<file path="config.mk">
export PLATFORM = sky130hd
export DESIGN_NAME = cic_cfg_master
export DESIGN_NICKNAME = d
export VERILOG_FILES = /design/src/rtl/cic_cfg_pkg.sv /design/src/rtl/cic_cfg_timeout.sv /design/src/rtl/cic_cfg_master.sv
export SDC_FILE = /design/constraint.sdc
export NUM_CORES = 1
export LEC_CHECK = 0
export ABC_AREA = 1
export CAP_MARGIN = 20
export CORE_MARGIN = 3
export CORE_UTILIZATION = 49
export CTS_BUF_LIST = sky130_fd_sc_hd__clkbuf_2 sky130_fd_sc_hd__clkbuf_4 sky130_fd_sc_hd__clkbuf_8
export DETAILED_ROUTE_END_ITERATION = 10
export PLACE_DENSITY = 0.9
export SETUP_SLACK_MARGIN = 0.5
export SLEW_MARGIN = 20
export SYNTH_ARGS = -nofsm -noshare
export SYNTH_HDL_FRONTEND = slang
export SYNTH_SLANG_ARGS = --single-unit
</file>
<file path="constraint.sdc">
create_clock -name CLK -period 2.4 [get_ports CLK]
set_clock_uncertainty 0.05 [all_clocks]
set_input_delay 0.36 -clock CLK [delete_from_list [all_inputs] [get_ports CLK]]
set_output_delay 0.36 -clock CLK [all_outputs]
set_load 0.01 [all_outputs]
</file>
<file path="src/rtl/cic_cfg_pkg.sv">
// Shared definitions for the CIC configuration path: config word width,
// channel limit common to the CIC stages, and the config master FSM states.
package cic_cfg_pkg;

    localparam int CIC_CONFIG_DATA_WIDTH = 16;
    localparam int CIC_MAX_CHANNELS      = 16;

    typedef enum logic [2:0] {
        CFG_IDLE,
        CFG_ASSERT,
        CFG_WAIT_DONE,
        CFG_WAIT_REL,
        CFG_FINISH
    } cfgState_t;

endpackage

</file>
<file path="src/rtl/cic_cfg_timeout.sv">
// Clearable saturating down-counter; Expired is high once CYCLES enabled
// edges have elapsed since the last Clear.
module cic_cfg_timeout #(
    parameter int CYCLES = 15
) (
    input  logic CLK,
    input  logic nRST,
    input  logic Clear,
    input  logic Enable,
    output logic Expired
);

    localparam int            CW   = $clog2(CYCLES + 1);
    localparam logic [CW-1:0] LOAD = CW'(CYCLES - 1);

    logic [CW-1:0] count;

    // Loaded with CYCLES-1 so the CYCLES-th enabled edge is the one that sees zero.
    always_ff @(posedge CLK or negedge nRST) begin
        if (!nRST) begin
            count <= '0;
        end else if (Clear) begin
            count <= LOAD;
        end else if (Enable && count != '0) begin
            count <= count - CW'(1);
        end
    end

    assign Expired = (count == '0);

endmodule

</file>
<file path="src/rtl/cic_cfg_master.sv">
// Configuration initiator for the CIC chain: runs the isConfig / ACK / Done
// handshake against one target or all targets in turn, with per-target timeout.
module cic_cfg_master
    import cic_cfg_pkg::*;
#(
    parameter int CFG_DATA_WIDTH = CIC_CONFIG_DATA_WIDTH,
    parameter int NUM_TARGETS    = 4,
    parameter int TGT_IDX_WIDTH  = 4,
    parameter int TIMEOUT_CYCLES = 15
) (
    input  logic                      CLK,
    input  logic                      nRST,
    input  logic                      Cfg_Req,
    input  logic [CFG_DATA_WIDTH-1:0] Cfg_Data,
    input  logic [TGT_IDX_WIDTH-1:0]  Cfg_Target,
    input  logic                      Cfg_Broadcast,
    output logic                      Cfg_Busy,
    output logic                      Cfg_Done,
    output logic                      Cfg_Err,
    output logic [NUM_TARGETS-1:0]    Cfg_Err_Mask,
    output logic [NUM_TARGETS-1:0]    isConfig,
    output logic [CFG_DATA_WIDTH-1:0] Data_Config_Out,
    input  logic [NUM_TARGETS-1:0]    isConfigACK,
    input  logic [NUM_TARGETS-1:0]    isConfigDone
);

    cfgState_t                state;
    logic [TGT_IDX_WIDTH-1:0] tgt;
    logic                     bcast;

    logic [NUM_TARGETS-1:0] tgtSel;
    logic [NUM_TARGETS-1:0] failBit;
    logic [NUM_TARGETS-1:0] maskNext;
    logic doneSel, ackSel, released;
    logic reqValid, reqInRange, lastTgt;
    logic tmrClear, tmrEnable, tmrExpired;
    logic failNow, stepNow;

    // Only the selected target's handshake lines are ever looked at.
    assign tgtSel   = NUM_TARGETS'(1) << tgt;
    assign doneSel  = |(isConfigDone & tgtSel);
    assign ackSel   = |(isConfigACK & tgtSel);
    assign released = !ackSel && !doneSel;

    // A request coinciding with the completion pulse belongs to the old transaction.
    assign reqValid   = Cfg_Req && (state == CFG_IDLE) && !Cfg_Done;
    assign reqInRange = 32'(Cfg_Target) < NUM_TARGETS;
    assign lastTgt    = 32'(tgt) >= NUM_TARGETS - 1;

    assign tmrClear  = (state == CFG_ASSERT) || (state == CFG_WAIT_DONE && doneSel);
    assign tmrEnable = (state == CFG_WAIT_DONE) || (state == CFG_WAIT_REL);

    // Leaving a wait state (success or timeout) is the "next target" decision point.
    assign failNow  = tmrExpired && ((state == CFG_WAIT_DONE && !doneSel) ||
                                     (state == CFG_WAIT_REL  && !released));
    assign stepNow  = failNow || (state == CFG_WAIT_REL && released);
    assign failBit  = failNow ? tgtSel : '0;
    assign maskNext = Cfg_Err_Mask | failBit;

    cic_cfg_timeout #(
        .CYCLES (TIMEOUT_CYCLES)
    ) uTimeout (
        .CLK     (CLK),
        .nRST    (nRST),
        .Clear   (tmrClear),
        .Enable  (tmrEnable),
        .Expired (tmrExpired)
    );

    // NOTE: non-blocking assignments so every register here samples pre-edge values.
    always_ff @(posedge CLK or negedge nRST) begin
        if (!nRST) begin
            state           <= CFG_IDLE;
            tgt             <= '0;
            bcast           <= 1'b0;
            Cfg_Busy        <= 1'b0;
            Cfg_Done        <= 1'b0;
            Cfg_Err         <= 1'b0;
            Cfg_Err_Mask    <= '0;
            isConfig        <= '0;
            Data_Config_Out <= '0;
        end else begin
            Cfg_Done <= 1'b0;
            Cfg_Err  <= 1'b0;

            case (state)
                CFG_IDLE: begin
                    if (reqValid) begin
                        Cfg_Busy     <= 1'b1;
                        Cfg_Err_Mask <= '0;
                        bcast        <= Cfg_Broadcast;
                        if (Cfg_Broadcast) begin
                            tgt             <= '0;
                            isConfig        <= NUM_TARGETS'(1);
                            Data_Config_Out <= Cfg_Data;
                            state           <= CFG_ASSERT;
                        end else if (reqInRange) begin
                            tgt             <= Cfg_Target;
                            isConfig        <= NUM_TARGETS'(1) << Cfg_Target;
                            Data_Config_Out <= Cfg_Data;
                            state           <= CFG_ASSERT;
                        end else begin
                            tgt   <= Cfg_Target;
                            state <= CFG_FINISH;
                        end
                    end
                end
                CFG_ASSERT: begin
                    isConfig <= '0;
                    state    <= CFG_WAIT_DONE;
                end
                CFG_WAIT_DONE: begin
                    if (doneSel) state <= CFG_WAIT_REL;
                end
                CFG_WAIT_REL: begin
                end
                CFG_FINISH: begin
                    Cfg_Done <= 1'b1;
                    Cfg_Err  <= 1'b1;
                    Cfg_Busy <= 1'b0;
                    state    <= CFG_IDLE;
                end
                default: state <= CFG_IDLE;
            endcase

            if (stepNow) begin
                Cfg_Err_Mask <= maskNext;
                if (bcast && !lastTgt) begin
                    tgt      <= tgt + TGT_IDX_WIDTH'(1);
                    isConfig <= tgtSel << 1;
                    state    <= CFG_ASSERT;
                end else begin
                    Cfg_Done <= 1'b1;
                    Cfg_Err  <= |maskNext;
                    Cfg_Busy <= 1'b0;
                    state    <= CFG_IDLE;
                end
            end
        end
    end

endmodule

</file>
# Yosys cells after proc, flatten, opt, wreduce, memory -nomap -nowiden
# Cells that the tools add are included.
# totals
regBits,39
input_bits,32
output_inout_bits,27
# op_classes
eq_ne,7
reduce_logical,33
mux,35
shifts,2
add_sub_neg,2
bitwise,3
order_cmp,2
# op_table
cell,n
$mux 4,16
$mux 16,2
$mux 3,5
$pmux 3 s4,1
$reduce_or 4->1,3
$logic_and 1x1->1,10
$mux 1,9
$and 4x4->4,2
$pmux 4 s2,1
$reduce_bool 2->1,4
$shl 1x4->4 const A,2
$eq 3x2->1 const B,2
$ne 3x3->1 const B,2
$reduce_and 3->1,2
$logic_not 1->1,5
$add 4x1->4 const B,1
$ge 4x2->1 const B,1
$logic_not 4->1,1
$logic_or 1x1->1,4
$lt 4x3->1 const B,1
$or 4x4->4,1
$reduce_and 2->1,2
$reduce_bool 4->1,1
$sub 4x1->4 const B,1
5 further kinds,5

# Depth between registers and ports, before layout
# Gate-level depths: netlist (run 1).
# depth
depth_word,14
ltp_mapped,14
ltp_nobuf,14

# Modules after synthesis
# From an unflattened synthesis (run 1), not the netlist that was laid out.
# hier_totals
cells_unflattened,253
area_unflattened_um2,2042.0
# by_module_without_submodules
mod,cells_each,area_per_inst_um2,n_inst
cic_cfg_master,222,1774.2,1
cic_cfg_timeout,31,267.8,1

# Worst setup path after synthesis (run 1)
# No wires, ideal clock.
# synth_path
path_kind,flip-flop to flip-flop
start,reg tgt[0]
end,reg isConfig[2]
slack_ns,0.721
path_stages_with_launch,6
path_buffers,0
arrival_time_ns,1.501
cell_sequence,dfrtp_1 > ha_1 > nor4_1 > nand2_4 > inv_4 > o21ai_0
# synth_via
elab_chain_cells,11
elab_cells_between_ends,20
# synth_rtl
element,line_no,rtl
start: declaration,cic_cfg_master.sv:28,logic [TGT_IDX_WIDTH-1:0] tgt;
start signal: assignment,cic_cfg_master.sv:98,tgt <= Cfg_Target;
start signal: assignment,cic_cfg_master.sv:103,tgt <= Cfg_Target;
start signal: assignment,cic_cfg_master.sv:129,tgt <= tgt + TGT_IDX_WIDTH'(1);
$shl 1x4->4,cic_cfg_master.sv:40,assign tgtSel = NUM_TARGETS'(1) << tgt;
"$and 4x4->4, on equally long branches","cic_cfg_master.sv:42, cic_cfg_master.sv:41",
"$reduce_or 4->1, on equally long branches","cic_cfg_master.sv:42, cic_cfg_master.sv:41",
"$logic_not 1->1, on equally long branches","cic_cfg_master.sv:43, cic_cfg_master.sv:54",
$logic_and 1x1->1,cic_cfg_master.sv:43,assign released = !ackSel && !doneSel;
$logic_not 1->1,cic_cfg_master.sv:55,(state == CFG_WAIT_REL && !released));
$logic_and 1x1->1,cic_cfg_master.sv:55,
$logic_or 1x1->1,cic_cfg_master.sv:54,assign failNow = tmrExpired && ((state == CFG_WAIT_DONE && !doneSel) ||
$logic_and 1x1->1,cic_cfg_master.sv:54,
$logic_or 1x1->1,cic_cfg_master.sv:56,assign stepNow = failNow || (state == CFG_WAIT_REL && released);
$mux 4 (*),cic_cfg_master.sv:126,if (stepNow) begin
end signal: assignment,cic_cfg_master.sv:99,isConfig <= NUM_TARGETS'(1) << Cfg_Target;
end signal: assignment,cic_cfg_master.sv:130,isConfig <= tgtSel << 1;
end: declaration,cic_cfg_master.sv:21,"output logic [NUM_TARGETS-1:0] isConfig,"
# Mark *: on every way between the ends. The rest lies on a longest branch, timed or not.
# A chain may end at the register's enable or synchronous reset.

# Worst setup path in the final report (run 1)
# layout_path
start,reg state[0]
end,reg isConfig[3]
# layout_via
elab_chain_cells,7
elab_cells_between_ends,16
# layout_rtl
element,line_no,rtl
start: declaration,cic_cfg_master.sv:27,cfgState_t state;
start signal: assignment,cic_cfg_master.sv:73,state <= CFG_IDLE;
start signal: assignment,cic_cfg_master.sv:96,state <= CFG_ASSERT;
start signal: assignment,cic_cfg_master.sv:101,state <= CFG_ASSERT;
$logic_not 3->1,"cic_cfg_master.sv:46, cic_cfg_master.sv:86",
$logic_and 1x1->1 (2 in a row),cic_cfg_master.sv:46,assign reqValid = Cfg_Req && (state == CFG_IDLE) && !Cfg_Done;
$mux 4,cic_cfg_master.sv:88,if (reqValid) begin
$pmux 4 s2,cic_cfg_master.sv:86,case (state)
$mux 4,cic_cfg_master.sv:128,if (bcast && !lastTgt) begin
$mux 4 (*),cic_cfg_master.sv:126,
# Marks and branches as above.

==> results by group, run 1 <==
Placement
  • Pre-CTS setup slack: 0.343 ns
  • Inst Count DP: roughly 350
  • RePlAce Congestion: between 0.7 and 0.8
  • Area after DPL: 2650 um2
  • DPL Wire Length: 3.41 mm
  • PortBufs: 58

Layout
  • Fillers: 293
  • Post-Layout Cell Count: 366
  • Final core utilization: 74.2%
  • Synth-to-layout area growth: 40.5%
  • Nets: 354
  • Ant diodes: 0
  • Fraction of layout cells with a size suffix above 1: 15.7%
  • Final instance area: 2820 um2

Yosys
  • Synth area leaders: dfrtp_1, nand2_1, inv_1
  • Ys Warns: 0
  • Post-Synthesis Cells: 246
  • Post-synthesis sequential area ratio: 48.6%
  • Mean Syn Cell Area: ~8.2 um2
  • Synth area leader: dfrtp_1
  • Seq cells post-synth: 39
  • Synth top area share: between 40% and 50%
  • Post-synthesis cell type count: 27
  • Cell Area, Synth: 2010 um2
  • Syn nets: 281

Worst hold path
  • Hold crit path type: in -> async

Flow run
  • Max-cap violations: 0

Clock network
  • Post-cts hold buffer count: 0
  • Worst-path clk slew: 0.07 ns
  • CTS Buffer Depth: 2
  • CTS sink count: 39
  • H-tree depth: 2
  • TritonCTS clock tree: built
  • Worst-Skew Late Latency: 0.29 ns
  • CTS Root Cell: clkbuf_8
  • Num CTS Buffers: 5

Critical path
  • R2R setup slack: 0.54 ns
  • Reg-to-reg endpoint: isConfig[3]
  • Reg2reg start: state[0]
  • Kind of critical path: reg -> reg
  • Critical Path RT: 2.57 ns
  • Peak fanout along the critical path: 8
  • Worst setup SP type: register
  • Worst Reg-to-Reg Cells: 9
  • CP endpoint kind: register
  • Crit path arrival time: 2.03 ns

Status
  • Status: complete, no violations

Timing
  • WHS: 0.127 ns
  • Setup TNS: 0 ns
  • Hold Violations, Final: 0
  • Fmax achieved: 537 MHz
  • Relative slew slack: 42.8%
  • Post-layout min period: 1.86 ns
  • Final setup fails: 0
  • Least-Margin Pin Slew: around 0.86 ns
  • Final slew viol count: 0
  • Period utilization: 77.5%
  • RSZ-0062 raised after global routing: false
  • Final worst slack: 0.539 ns

Power and ir drop
  • Pwr Total: 3.25 mW
  • PD cells: 1150 nW/um2
  • VDD IR-drop max: 763 uV
  • Leakage: roughly 1.4 nW

Floorplan
  • Initial Utilization: 52.8%
  • Overall die area: 4900 um2
  • Die width: 70 um
  • Row cnt: 22
  • Core area: approximately 3800 um2
  • Io pins: slightly below 60
  • Die H: 70 um

Global route
  • Vias in the first global route: 1809
  • Total GRT Usage: between 10% and 20%
  • Pin count of the biggest net entering global routing: 40
  • First-pass GRT wire length: around 7.9 mm
  • Initial antenna violation count: 0
  • Global route overflow: 0

Detailed routing
  • DRT Pass-1 Iters: 4
  • First DRT Iteration DRCs: 71
  • Vias: 1842
  • Via-per-instance ratio: 5.03
  • Residual DRC count: 0
  • Routed Antenna Nets: 0
  • Routed WL: 4.91 mm
  • DR WL/cell: between 10 and 15 um
[cells in the mapped netlist, drive strengths merged]
library cell	instances
a21oi	3
nor4	3
nand2	89
a22oi	7
xor2	3
ha	3
o21bai	1
dfrtp	39
nand4	1
nand3	17
a22o	2
a32oi	1
buf	1
a31oi	1
inv	32
o21ai	13
nor3	1
clkbuf	2
nor2	27
[flip-flops by register name, summed over array words and instances, names as in the netlist, 3 cells and up]
| register | flops |
|---|---|
| tgt | 4 |
| Data_Config_Out | 16 |
| state | 3 |
| Cfg_Err_Mask | 4 |
| uTimeout.count | 4 |
| isConfig | 4 |
[worst max-delay path by stage]
stage,start,end,depth (start not counted)
2_1_floorplan,tgt[0],isConfig[2],5
3_3_place_gp,Cfg_Req,isConfig[3],9
3_5_place_dp,Cfg_Req,isConfig[2],9
4_1_cts,state[0],isConfig[2],9
5_1_grt,state[0],isConfig[3],9
6_report,state[0],isConfig[3],9
[cell usage in the layout, fill, tap and decap left out, drive strengths merged]
| cell type | n |
|---|---|
| a21oi | 3 |
| a22o | 2 |
| a22oi | 7 |
| a31oi | 1 |
| a32oi | 1 |
| buf | 12 |
| clkbuf | 6 |
| clkdlybuf4s50 | 57 |
| dfrtp | 39 |
| ha | 3 |
| inv | 32 |
| nand2 | 89 |
| nand3 | 17 |
| nand4 | 1 |
| nor2 | 27 |
| nor3 | 1 |
| nor4 | 3 |
| o21ai | 13 |
| o21bai | 1 |
| xor2 | 3 |
[final cells by class]
class | instances | area [um2] | share of cell area, %
inverters | 32 | 123 | 4.35
multi-input cells | 172 | 921 | 32.7
repair buffers | 69 | 658 | 23.3
flip-flops and latches | 39 | 981 | 34.8
clock buffers | 6 | 76.3 | 2.71
well taps | 48 | 60.1 | 2.13
[where the power goes]
part	internal [mW]	switching (mW)	leakage [nW]
sequential	0.918	0.191	0.485
clock	0.205	0.212	0.0406
combinational	0.789	0.935	0.894
total	1.91	1.34	1.42
[what timing repair did]
| action | CTS | global route |
|---|---|---|
| endpoints found under the hold margin | 0 | 0 |
| endpoints found under the setup margin | 0 | 16 |
| buffers inserted | 0 | 8 |
| resized for setup | 0 | 15 |
[critical path, stage by stage, from the launching register on]
cell and delay [ns]:
dfrtp_1 0.40, inv_1 0.09, nand2_1 0.11, nor2_4 0.26, nand2_4 0.14, nor2_4 0.16, nand3_1 0.13, o21ai_1 0.19
a22oi_1 0.09, o21ai_0 0.16
[per-layer routing]
| metal | track usage [%] | up-vias | wire (um) |
|---|---|---|---|
| met2 | 34.3 | 71 | 2400 |
| met3 | 7.91 | 7 | 436 |
| met4 | 5.11 | 0 | 71 |
| li1 | - | 923 | - |
| met5 | 0 | - | 0 |
| met1 | 22.7 | 841 | 2010 |
[kinds of logic after synthesis]
family,count (synthesis),synth area share (%)
xor gates and xnor gates,3,1.31
and+or+nand+nor,138,32.4
DFF,39,48.6
adders and majority gates,3,1.87
AOI/OAI and AO/OA,28,8.79
buffers and inverters,35,7.05
(Power assumes the default switching activity.)
==> run 2: changes to the inputs <==
CORE_UTILIZATION = 44   (was 49)
PLACE_DENSITY = 0.86   (was 0.9)
clock period = 1.7 ns   (was 2.4 ns; I/O delays follow)
==> run 2 against run 1 <==
Effect of this change: the run now ends with setup timing left; global-route usage rose by 4.4 points; sequential share of layout area fell by 4.2 points; core utilization rose by 2.1 points; critical path type unchanged; highest routed layer unchanged.
==> results by group, run 2 (synthesis gave the netlist of run 1 again) <==
Power and ir drop
  • P_sw: 2.32 mW (+74%)
  • Pint: 3.06 mW (+60%)
  • Clock power share: 14.4% (+1.6 points)
  • VDD IR-drop max: 840 uV (+10%)
  • Share of power burned in registers: 28.4% (-5.7 points)
  • Switching Fraction: 43.1% (+1.9 points)
  • Leakage: 1.68 nW (+19%)
  • Power share of the combinational group: 57.2% (+4.2 points)
  • PD cells: 1680 nW/um2 (+46%)
  • Pwr Total: 5.39 mW (+66%)

Layout
  • Leading cell type in the layout, fill and taps excluded: nand2_1
  • Largest Register: Data_Config_Out
  • Most frequent cells in the layout: nand2_1, buf_4, dfrtp_1
  • Final instance area: 3200 um2 (+14%)
  • Fraction of layout cells with a size suffix above 1: 38.8% (+23 points)
  • Ant diodes: 0 (unchanged)
  • Max FFs per register: 16 (unchanged)
  • Fillers: 275 (-6.1%)
  • Synth-to-layout area growth: 59.7%
  • Nets: 390 (+10%)

Clock network
  • Worst-Skew Late Latency: 0.29 ns (about the same)
  • CTS sink count: 39 (unchanged)
  • CTS Root Cell: clkbuf_8
  • Worst-path clk slew: 0.08 ns (about the same)
  • Num CTS Buffers: 5 (unchanged)
  • TritonCTS clock tree: built
  • CTS Buffer Depth: 2 (unchanged)
  • H-tree depth: 2 (unchanged)

Critical path
  • Slowest CP cell: dfrtp_1
  • CP endpoint kind: register
  • Peak fanout along the critical path: 5 (-3)
  • Crit path arrival time: 1.90 ns (-0.13 ns)
  • CP most frequent cell: nand2_4
  • Crit-path cells: inv_2 -> nor2_4 -> nand3_1 -> nand2_1 -> nor2_2 -> nand2_2 -> nand2_2 -> nand2_4 -> nand2_4 -> buf_12 -> nand2_4 -> a22oi_1 -> inv_1
  • Kind of critical path: reg -> reg
  • Critical Path RT: 1.84 ns (-0.73 ns)
  • CP max stage delay: 0.44 ns (+0.04 ns)
  • Worst setup SP type: register

Global route
  • First-pass GRT wire length: 9.92 mm (+26%)
  • Initial antenna violation count: 0 (unchanged)
  • Global route overflow: 0 (unchanged)
  • Total GRT Usage: 24.2% (+4.4 points)
  • Vias in the first global route: 2103 (+16%)
  • Pin count of the biggest net entering global routing: 17 (-57%)

Detailed routing
  • Metal2 WL: 3.68 mm (+53%)
  • Vias: 2193 (+19%)
  • Via-per-instance ratio: 5.40 (+7.3%)
  • First DRT Iteration DRCs: 177 (+150%)
  • Residual DRC count: 0 (unchanged)
  • Routed WL: 6.84 mm (+39%)
  • DR WL/cell: 16.8 um (+25%)
  • M1 wire length: 2.56 mm (+28%)
  • Met3 routed WL: 382 um (-12%)
  • DRT Pass-1 Iters: 4 (unchanged)
  • Highest metal used: met4
  • Routed Antenna Nets: 0 (unchanged)

Timing
  • Least-Margin Pin Slew: 0.370 ns (-0.487 ns)
  • Final slew viol count: 0 (unchanged)
  • Hold Violations, Final: 0 (unchanged)
  • Final worst slack: -0.0612 ns (-0.600 ns)
  • Final setup fails: 10 (+10)
  • WHS: 0.383 ns (+0.256 ns)
  • Relative slew slack: 75.3% (+32 points)
  • RSZ-0062 raised after global routing: true
  • Period utilization: 104% (+26 points)
  • Fmax achieved: 568 MHz (+5.7%)
  • Post-layout min period: 1.76 ns (-0.0997 ns)
  • Setup TNS: -0.382 ns (-0.382 ns)

Placement
  • DPL Wire Length: 3.86 mm (+13%)
  • Area after DPL: 2860 um2 (+8.0%)
  • RePlAce Congestion: 0.939 (+19%)
  • Pre-CTS setup slack: -0.124 ns (-0.466 ns)
  • PortBufs: 58 (unchanged)

Worst hold path
  • Hold crit path type: in -> async

Floorplan
  • Die width: 73.5 um (+5.0%)
  • Die H: 73.5 um (+5.0%)
  • Io pins: 59 (unchanged)
  • Row cnt: 23 (+4.5%)
  • Overall die area: 5410 um2 (+10%)
  • Initial Utilization: 47.8% (-5.1 points)
  • Core area: 4200 um2 (+11%)

Status
  • Status: finished, violations left
  • Failing checks: setup timing

Flow run
  • Max-cap violations: 0 (unchanged)
## run 2: changes by cell type in the layout (fill, tap and decap cells not counted), sizes merged
cell and delta:
buf +61, nand2 +1, clkinv +2, bufinv +1, dlygate4sd3 +1, clkbuf -1, clkdlybuf4s50 -27
## run 2: critical path: cells and delay by family (launching register included)
family | cells | cell delay [ns]
and+or+nand+nor | 9 | 0.72
DFF | 1 | 0.44
buffers and inverters | 3 | 0.27
AOI/OAI and AO/OA | 1 | 0.18
## run 2: final timing paths
path / start / depth (start not counted) / endpoint / slack, ns
worst max register to register: tgt[1] / 13 / Cfg_Err_Mask[0] / -0.06
worst min-delay path: nRST / 2 / Data_Config_Out[9] / 0.38
worst min register to register: Data_Config_Out[9] / 2 / Data_Config_Out[9] / 0.42
max in group asynchronous: nRST / 3 / Cfg_Err_Mask[3] / 0.68
min in group CLK: Data_Config_Out[9] / 2 / Data_Config_Out[9] / 0.42
worst max-delay path: tgt[1] / 13 / Cfg_Err_Mask[0] / -0.06
## run 2: repair_timing
item / CTS / global route
pin swaps: 6 / 13
endpoints found under the setup margin: 66 / 41
endpoints found under the hold margin: 14 / 0
resized for setup: 123 / 22
setup buffers: 18 / 6
gates cloned: 2 / 0
hold buffers: 1 / 0
## run 2: layout make-up
type	instances	area, um2	area share, %
sequential	39	980	30.6
tap	50	62.6	1.95
timing repair buffer	104	847	26.4
clock buffer	5	68.8	2.15
multi-input combinational	173	1070	33.4
clock inverter	3	43.8	1.37
inverter	32	133	4.14
## run 2: stage by stage
| step | instances | utilization [%] |
|---|---|---|
| after floorplan | 246 | - |
| after global placement | 371 | 68.0 |
| after detailed placement | 371 | 68.0 |
| after CTS | 400 | 73.6 |
| after global routing | 406 | 76.3 |
| final | 406 | 76.3 |
## run 2: power groups by stage
stage	clock network, mW	logic [mW]	registers (mW)
finish	0.775	3.08	1.53
global route	0.814	3.33	1.57
CTS	0.786	2.77	1.51
detailed placement	0	2.61	1.54
global placement	0	2.57	1.53
floorplan	0	1.41	1.67
## run 2: per-layer routing
layer / vias up / global-route usage (%)
met4: 0 / 10.7
li1: 1004 / -
met1: 1062 / 29.6
met2: 105 / 41.8
met3: 22 / 3.97
met5: - / 0
==> run 3: changes to the inputs <==
CORE_UTILIZATION = 35   (was 44)
PLACE_DENSITY = 0.7   (was 0.86)
clock period = 2 ns   (was 1.7 ns; I/O delays follow)
==> run 3 against run 2 <==
Effect of this change: global-route usage fell by 7.8 points; critical path depth is 2 lower; non-clock buffer count is 19 lower; the run ends with hold timing left; highest routed layer unchanged; register-to-register slack improved by 0.25 ns; power is 19% lower; first-iteration DRC count fell by 36%; worst hold slack worse by 0.38 ns; final cell count grew 0.25%; clock power down 29%.
==> results by group, run 3 (synthesis gave the netlist of run 1 again) <==
Detailed routing
  • Routed WL: 5.46 mm (-20%)
  • DRT Pass-1 Iters: 4 (unchanged)
  • Vias: 1957 (-11%)
  • Residual DRC count: 0 (unchanged)
  • DR WL/cell: 13.4 um (-20%)
  • Via-per-instance ratio: 4.81 (-11%)
  • First DRT Iteration DRCs: 114 (-36%)
  • Routed Antenna Nets: 0 (unchanged)

Timing
  • Post-layout min period: 1.82 ns (+0.0549 ns)
  • WHS: -0.00214 ns (-0.385 ns)
  • Final worst slack: 0.184 ns (+0.245 ns)
  • Period utilization: 90.8% (-13 points)
  • RSZ-0062 raised after global routing: true
  • Final slew viol count: 0 (unchanged)
  • Fmax achieved: 551 MHz (-3.0%)
  • Least-Margin Pin Slew: 0.490 ns (+0.119 ns)
  • Final setup fails: 0 (-10)
  • Hold Violations, Final: 5 (+5)
  • Relative slew slack: 67.4% (-8.0 points)
  • Setup TNS: 0 ns (+0.382 ns)

Clock network
  • Worst-path clk slew: 0.08 ns (about the same)
  • TritonCTS clock tree: built
  • CTS Root Cell: clkbuf_8
  • H-tree depth: 2 (unchanged)
  • CTS sink count: 39 (unchanged)
  • CTS Buffer Depth: 2 (unchanged)
  • Num CTS Buffers: 5 (unchanged)
  • Worst-Skew Late Latency: 0.30 ns (about the same)

Placement
  • PortBufs: 58 (unchanged)
  • RePlAce Congestion: 0.883 (-6.0%)
  • Inst Count DP: 376 (+1.3%)
  • DPL Wire Length: 3.63 mm (-5.9%)
  • Pre-CTS setup slack: 0.0750 ns (+0.199 ns)

Worst hold path
  • Hold crit path type: in -> async

Global route
  • Vias in the first global route: 1802 (-14%)
  • Initial antenna violation count: 0 (unchanged)
  • First-pass GRT wire length: 8.37 mm (-16%)
  • Met1 Use GR: 21.7% (-7.9 points)
  • Most Crowded Layer GR: met2
  • Global route overflow: 0 (unchanged)
  • Pin count of the biggest net entering global routing: 40 (+23)
  • Total GRT Usage: 16.4% (-7.8 points)
  • M2 GR Usage: 26.3% (-15 points)
  • Met3 Use GR: 3.62% (-0.35 points)

Layout
  • Max FFs per register: 16 (unchanged)
  • Most frequent cells in the layout: nand2_1, dfrtp_1, clkdlybuf4s50_1
  • Ant diodes: 0 (unchanged)
  • Final core utilization: 59.8% (-17 points)
  • Leading cell type in the layout, fill and taps excluded: nand2_1
  • Fraction of layout cells with a size suffix above 1: 29.4% (-9.4 points)
  • Largest Register: Data_Config_Out
  • Synth-to-layout area growth: 58.9%
  • Nets: 371 (-4.9%)
  • Post-Layout Cell Count: 407 (+0.25%)

Floorplan
  • Die H: 81.7 um (+11%)
  • Core area: 5340 um2 (+27%)
  • Overall die area: 6680 um2 (+24%)
  • Die width: 81.7 um (+11%)
  • Row cnt: 26 (+13%)
  • Initial Utilization: 37.6% (-10 points)
  • Io pins: 59 (unchanged)

Critical path
  • Reg-to-reg endpoint: isConfig[2]
  • Crit path arrival time: 1.95 ns (+0.05 ns)
  • Kind of critical path: reg -> reg
  • R2R setup slack: 0.18 ns (+0.25 ns)
  • Reg2reg start: tgt[3]
  • Worst Reg-to-Reg Cells: 11 (-2)
  • Critical Path RT: 2.14 ns (+0.30 ns)
  • Worst setup SP type: register
  • Peak fanout along the critical path: 7 (+2)
  • CP endpoint kind: register

Status
  • Failing checks: hold timing
  • Status: finished, violations left

Power and ir drop
  • Leakage: 1.64 nW (-2.3%)
  • PD cells: 1360 nW/um2 (-19%)
  • VDD IR-drop max: 796 uV (-5.3%)

Flow run
  • Max-cap violations: 0 (unchanged)
==> run 3: where the power goes <==
group,switching (mW),total [mW],internal (mW),leakage (nW)
registers,0.218,1.32,1.10,0.485
logic,1.40,2.48,1.07,1.12
clock network,0.302,0.551,0.249,0.0443
total,1.92,4.34,2.42,1.64
==> run 3: worst max-delay path by stage <==
stage / startpoint / end / slack (ns) / cells past startpoint
floorplan: state[0] / isConfig[2] / 0.36 / 11
global placement: Cfg_Req / isConfig[3] / 0.11 / 9
detailed placement: Cfg_Req / isConfig[3] / 0.08 / 9
CTS: tgt[0] / isConfig[3] / 0.28 / 14
global route: tgt[3] / isConfig[2] / 0.08 / 13
finish: tgt[3] / isConfig[2] / 0.18 / 11
==> run 3: timing repair <==
| action | 4_1_cts | 5_1_grt |
|---|---|---|
| hold buffers | 0 | 0 |
| cloned | 1 | 0 |
| gates resized for setup | 36 | 42 |
| setup buffers | 7 | 15 |
| pin swaps | 2 | 15 |
| setup endpoints to repair | 62 | 35 |
==> run 3: metrics by stage <==
step                power (mW)  area [um2]
global placement          3.28        2730
finish                    4.34        3190
detailed placement        3.33        2730
CTS                       3.90        2890
global route              4.69        3190
floorplan                 2.54        2050
==> run 3: cell type report <==
cell class                      count  area, um2
Clock inverter                      3       25.0
Fill cell                         467       2150
Sequential cell                    39        981
Multi-Input combinational cell    173       1120
Clock buffer                        5       68.8
Tap cell                           70       87.6
Inverter                           32        140
Timing Repair Buffer               85        764
==> run 3: critical path, stage by stage, from the launching register on <==
cell and delay [ns]:
dfrtp_2 0.47, nor2_4 0.22, nand3_2 0.11, nand2_2 0.10
nor2_4 0.04, buf_4 0.13, nand3_4 0.14, nand2_8 0.10
nand2_8 0.13, clkinv_8 0.08, nand2_2 0.06, o21ai_1 0.06
==> run 3: layer usage <==
metal,wire length (um),vias up
met4,67,0
li1,-,963
met5,0,-
met3,314,6
met1,2290,932
met2,2790,56
